**src/rtl/sap_out_display.sv**
```systemverilog
// Output-port stage for the SAP-1: captures OUT values, converts them to BCD by
// sequential double-dabble and scans a 4-digit common-anode 7-segment display.
module sap_out_display #(
    parameter int SCAN_DIV    = 1000,
    parameter int SIGNED_MODE = 0
) (
    input  logic        clk,
    input  logic        rst,
    input  logic [7:0]  DATA_IN,
    input  logic        LO,
    output logic [11:0] BCD,
    output logic        NEG,
    output logic        BUSY,
    output logic        DONE,
    output logic [3:0]  AN,
    output logic [6:0]  SEG
);

    typedef enum logic [1:0] {IDLE, CONV, COMMIT} state_t;

    localparam logic [15:0] SCAN_LAST = 16'(SCAN_DIV - 1);
    localparam logic [6:0]  SEG_BLANK = 7'b1111111;
    localparam logic [6:0]  SEG_MINUS = 7'b0111111;

    state_t      state, state_nxt;
    logic [7:0]  shift_q;
    logic [11:0] acc_q;
    logic [11:0] acc_adj;
    logic [3:0]  bit_cnt;
    logic        sign_q;
    logic        cap_neg;
    logic [7:0]  cap_mag;
    logic [15:0] scan_cnt;
    logic [1:0]  digit_idx;

    // 8'h80 negates to itself, which is exactly the unsigned magnitude 128.
    assign cap_neg = (SIGNED_MODE != 0) && DATA_IN[7];
    assign cap_mag = cap_neg ? (~DATA_IN + 8'd1) : DATA_IN;

    always_comb begin
        acc_adj = acc_q;
        for (int i = 0; i < 3; i++) begin
            if (acc_q[4*i +: 4] >= 4'd5)
                acc_adj[4*i +: 4] = acc_q[4*i +: 4] + 4'd3;
        end
    end

    always_ff @(posedge clk or posedge rst) begin
        if (rst)
            state <= IDLE;
        else
            state <= state_nxt;
    end

    always_comb begin
        state_nxt = state;
        case (state)
            IDLE:    state_nxt = IDLE;
            CONV:    if (bit_cnt == 4'd7) state_nxt = COMMIT;
            COMMIT:  state_nxt = IDLE;
            default: state_nxt = IDLE;
        endcase
        // A new load always wins, even over a pending commit.
        if (!LO)
            state_nxt = CONV;
    end

    always_ff @(posedge clk or posedge rst) begin
        if (rst) begin
            shift_q <= 8'd0;
            acc_q   <= 12'd0;
            bit_cnt <= 4'd0;
            sign_q  <= 1'b0;
            BCD     <= 12'd0;
            NEG     <= 1'b0;
            DONE    <= 1'b0;
        end else begin
            DONE <= 1'b0;
            if (!LO) begin
                shift_q <= cap_mag;
                sign_q  <= cap_neg;
                acc_q   <= 12'd0;
                bit_cnt <= 4'd0;
            end else begin
                case (state)
                    CONV: begin
                        acc_q   <= {acc_adj[10:0], shift_q[7]};
                        shift_q <= {shift_q[6:0], 1'b0};
                        bit_cnt <= bit_cnt + 4'd1;
                    end
                    COMMIT: begin
                        BCD  <= acc_q;
                        NEG  <= sign_q;
                        DONE <= 1'b1;
                    end
                    default: ;
                endcase
            end
        end
    end

    assign BUSY = (state != IDLE);

    always_ff @(posedge clk or posedge rst) begin
        if (rst) begin
            scan_cnt  <= 16'd0;
            digit_idx <= 2'd0;
        end else if (scan_cnt == SCAN_LAST) begin
            scan_cnt  <= 16'd0;
            digit_idx <= digit_idx + 2'd1;
        end else begin
            scan_cnt <= scan_cnt + 16'd1;
        end
    end

    function automatic logic [6:0] seg_of(input logic [3:0] d);
        case (d)
            4'd0:    return 7'b1000000;
            4'd1:    return 7'b1111001;
            4'd2:    return 7'b0100100;
            4'd3:    return 7'b0110000;
            4'd4:    return 7'b0011001;
            4'd5:    return 7'b0010010;
            4'd6:    return 7'b0000010;
            4'd7:    return 7'b1111000;
            4'd8:    return 7'b0000000;
            4'd9:    return 7'b0010000;
            default: return SEG_BLANK;
        endcase
    endfunction

    assign AN = ~(4'b0001 << digit_idx);

    // Leading zeros are blanked; units always shows a digit.
    always_comb begin
        SEG = SEG_BLANK;
        case (digit_idx)
            2'd0: SEG = seg_of(BCD[3:0]);
            2'd1: if (BCD[11:8] != 4'd0 || BCD[7:4] != 4'd0) SEG = seg_of(BCD[7:4]);
            2'd2: if (BCD[11:8] != 4'd0) SEG = seg_of(BCD[11:8]);
            2'd3: if (NEG) SEG = SEG_MINUS;
            default: SEG = SEG_BLANK;
        endcase
    end

endmodule

```
**config.mk**
```make
export PLATFORM = sky130hd
export DESIGN_NAME = sap_out_display
export DESIGN_NICKNAME = d
export VERILOG_FILES = /design/src/rtl/sap_out_display.sv
export SDC_FILE = /design/constraint.sdc
export NUM_CORES = 1
export LEC_CHECK = 0
export CAP_MARGIN = 10
export CORE_ASPECT_RATIO = 0.7
export CORE_MARGIN = 8
export CORE_UTILIZATION = 61
export DETAILED_ROUTE_END_ITERATION = 10
export GPL_ROUTABILITY_DRIVEN = 0
export PLACE_DENSITY_LB_ADDON = 0.12
export REMOVE_ABC_BUFFERS = 1
export SLEW_MARGIN = 25
export SYNTH_ARGS = -nofsm -noshare
export SYNTH_HDL_FRONTEND = slang
export SYNTH_SLANG_ARGS = --single-unit
```
**constraint.sdc**
```tcl
create_clock -name clk -period 3.3 [get_ports clk]
set_input_delay 0.825 -clock clk [delete_from_list [all_inputs] [get_ports clk]]
set_output_delay 0.825 -clock clk [all_outputs]
set_load 0.1 [all_outputs]
```
==> impl_metrics.toml, run 1 <==
[sta]
finalSetupViolCount = 0
fin_crit_ps = 3125
fin_skew_ps = 8.897
period_share = 0.9470
hold_ws_ps = 484.4
max_freq_mhz = 320.0
slew-limit-headroom = 0.4437
hold_viol_final = 0
drv_slew = 0
worst_pin_slew_ps = 834.4
rsz0062_at_grt = "false"

[route]
wl_mm = 7.341
via_per_inst = 5.467
avgRoutedWirePerCell_um = 14.77
route.vias.total = 2717
antenna_left = 0
drcViolationCount = 0
first_pass_iters = 4
initialDrtViolationCount = 158

[synth]
synth_compound_area_frac = 0.1393
synth_seq_cells = 57
synth_flop_cell = "dfrtp_1"
yosysWarnings = 0
seq_area_frac_synth = 0.4156
synthXorXnorAreaFrac = 0.05869
yosysTopAreaCell = "dfrtp_1"
synth_area_um2 = 3432
syn-instance-count = 384
synthAdderAreaFrac = 0.1021
synthArstFlopShare = 1.000
avgSynthCellArea_um2 = 8.938
synthSimpleGateAreaFrac = 0.2202
synth_area_leaders = "dfrtp_1 42%, ha_1 10%, nand2_1 5.4%, o21ai_0 4.7%, nor2_1 3.2%"
synth_mux_area_frac = 0.01604
ys_types = 46
synth-edff-count = 0
synth.top_cell.area_share = 0.4156
synth_top_family_by_area = "simple AND/OR/NAND/NOR gates"

[global_routing]
antenna_found_initial = 0
grt_pass1_wl_mm = 12.28
grt_pass1_vias = 2535
grt.overflow.total = 0
grt_start_max_net_pins = 40
groute.usage.overall = 0.1812

[setup_path]
endpoint_kind = "primary output"
crit_required_ps = 2470
path_cells = "inv_1 > ha_1 > nand4bb_1 > nor3_1 > o21ai_0 > a32oi_1 > buf_12"
crit_fanout = 5
worstSetupPathType = "flop to primary output"
crit_path_start_kind = "flop"
max_stage_delay_ps = 440
path_buf_inv = 2
critPathSlowestCell = "dfrtp_1"
crit_family = "compound AO/OA/AOI/OAI gates"
crit_arrival_ps = 2300

[clocking]
cts_buffers = 9
cts.clk_slew.worst_paths_ps = 70
cts_num_sinks = 57
cts_setup_buffers = 0
cts.root.buffer_cell = "clkbuf_8"
clk_latency_ps = 340
cts_tree = "done"
h-tree-depth = 3
clock_path_buffers = 2

[floorplanning]
die-width_um = 105.7
placementRows = 23
io_pins = 37
die_h_um = 78.76
core_area_um2 = 5583
initial_core_util = 0.6147
dieArea_um2 = 8320

[layout]
regArea_um2 = 1426
multiInputGateArea_um2 = 1852
antennaDiodeCount = 0
syn_to_final_growth_pct = 20.82
fin_cells = 497
fin_util = 0.7427
fillers = 423
fin_area_um2 = 4146
drive_gt1_frac = 0.1303
nets = 456

[flow_run]
maxCapViolCount = 0

[placed_design]
place_inst = 481
port_buffers = 35
hpwl_mm = 5.415
dpl-instance-area_um2 = 3876

[power]
power_mw = 1.668
p_leak_nw = 1.888
ir_drop_mv = 0.3355
power.density_nw_per_um2 = 402.3

[worst_hold_path]
min_path_type = "flop to flop"

[status]
outcome = "completed"
[flip-flops by register name, indices dropped and copies added (netlist names)]
signal,flops
acc_q,12
state,2
scan_cnt,16
shift_q,8
DONE,1
BCD,12
digit_idx,2
bit_cnt,4
[cells by family after synthesis]
| family | after synthesis |
|---|---|
| muxes | 5 |
| AOI/OAI and AO/OA | 77 |
| DFF | 57 |
| adders and majority gates | 28 |
| buffers and inverters | 42 |
| and+or+nand+nor | 151 |
| other | 1 |
| xor gates and xnor gates | 23 |
[power by group]
group          leakage, nW  switching (mW)  internal [mW]  total (mW)
logic                 1.02          0.0547         0.0385      0.0932
clock network        0.129           0.281          0.563       0.844
registers            0.741          0.0143          0.716       0.731
total                 1.89           0.350           1.32        1.67
[worst reg2reg max path, stage by stage, from the launching register on]
cell	delay, ps
dfrtp_1	410
nor4_2	330
nand4_1	220
nor3_4	420
mux2_2	390
[layer usage]
| layer | share of wire | GRT usage |
|---|---|---|
| met4 | 0.011 | 0.05874 |
| met2 | 0.43 | 0.2733 |
| met1 | 0.51 | 0.2476 |
| met5 | 0 | 0 |
| met3 | 0.049 | 0.05012 |
[Yosys cell counts (2+ instances only)]
cell type	n
and3b_1	2
nor2_1	29
nor3_1	8
o21a_1	2
or3_1	2
o211ai_1	2
clkbuf_1	14
o22ai_1	3
a31oi_1	8
nand2b_1	9
a32oi_1	5
and3_1	2
a21boi_0	5
mux2_2	4
a22oi_1	3
dfrtp_1	57
and2_1	6
buf_1	2
nand3_1	19
nor2b_1	12
nand4_1	4
nand4bb_1	2
nand3b_1	2
nand2_1	49
o21ai_0	32
inv_1	24
a21oi_1	10
ha_1	28
xnor2_1	11
xor2_1	12
[area by class of cell]
| cell class | instances | area share |
|---|---|---|
| multi-input combinational | 285 | 0.4466 |
| sequential | 57 | 0.3440 |
| timing repair buffer | 39 | 0.1008 |
| clock buffer | 12 | 0.03983 |
| clock inverter | 4 | 0.02354 |
| inverter | 25 | 0.02263 |
| tap | 75 | 0.02263 |
[cells in the final DEF (no fill, tap or decap), drive strengths merged, types with 3 or more instances in the layout]
cell type	count
ha	28
o21ai	32
buf	29
a21oi	10
nand4	4
mux2	4
a31oi	8
a32oi	5
o22ai	3
nand2b	9
dfrtp	57
nor2b	12
inv	24
nor2	29
nand2	49
a22oi	3
clkbuf	12
nand3	19
nor3	9
a21boi	5
clkdlybuf4s50	10
bufinv	3
xnor2	11
xor2	12
and2	6
[path summary, 6_finish.rpt]
kind | slack [ps] | from | to | cells past startpoint
setup / recovery | 170 | BCD[8] | SEG[2] | 7
hold / removal | 480 | scan_cnt[4] | scan_cnt[4] | 1
setup reg to reg | 1420 | scan_cnt[13] | digit_idx[1] | 4
hold reg to reg | 480 | scan_cnt[4] | scan_cnt[4] | 1
max in group asynchronous | 1940 | rst | DONE | 3
min in group asynchronous | 800 | rst | scan_cnt[10] | 2
[per-stage QoR]
| step | setup TNS (ps) | setup slack (ps) |
|---|---|---|
| 2_1_floorplan | -6186 | -946.2 |
| 3_5_place_dp | 0 | 468.7 |
| 4_1_cts | 0 | 96.54 |
| 5_1_grt | 0 | 0.6384 |
| 3_3_place_gp | 0 | 594.5 |
| 6_report | 0 | 174.9 |
[timing repair]
action                     4_1_cts  5_1_grt
resized for setup                0        1
hold buffers                     0        0
setup endpoints to repair        0        3
Note: power is estimated with default switching activity, not from simulation.
==> inputs of run 2 (changes only) <==
--- a/config.mk
+++ b/config.mk
@@ -5,7 +5,7 @@
 export SDC_FILE = /design/constraint.sdc
 export NUM_CORES = 1
 export LEC_CHECK = 0
-export CAP_MARGIN = 10
+export CAP_MARGIN = 20
 export CORE_ASPECT_RATIO = 0.7
 export CORE_MARGIN = 8
 export CORE_UTILIZATION = 61
==> results of run 2 <==
Same layout as run 1: the final DEF is identical, and so are final timing and power.
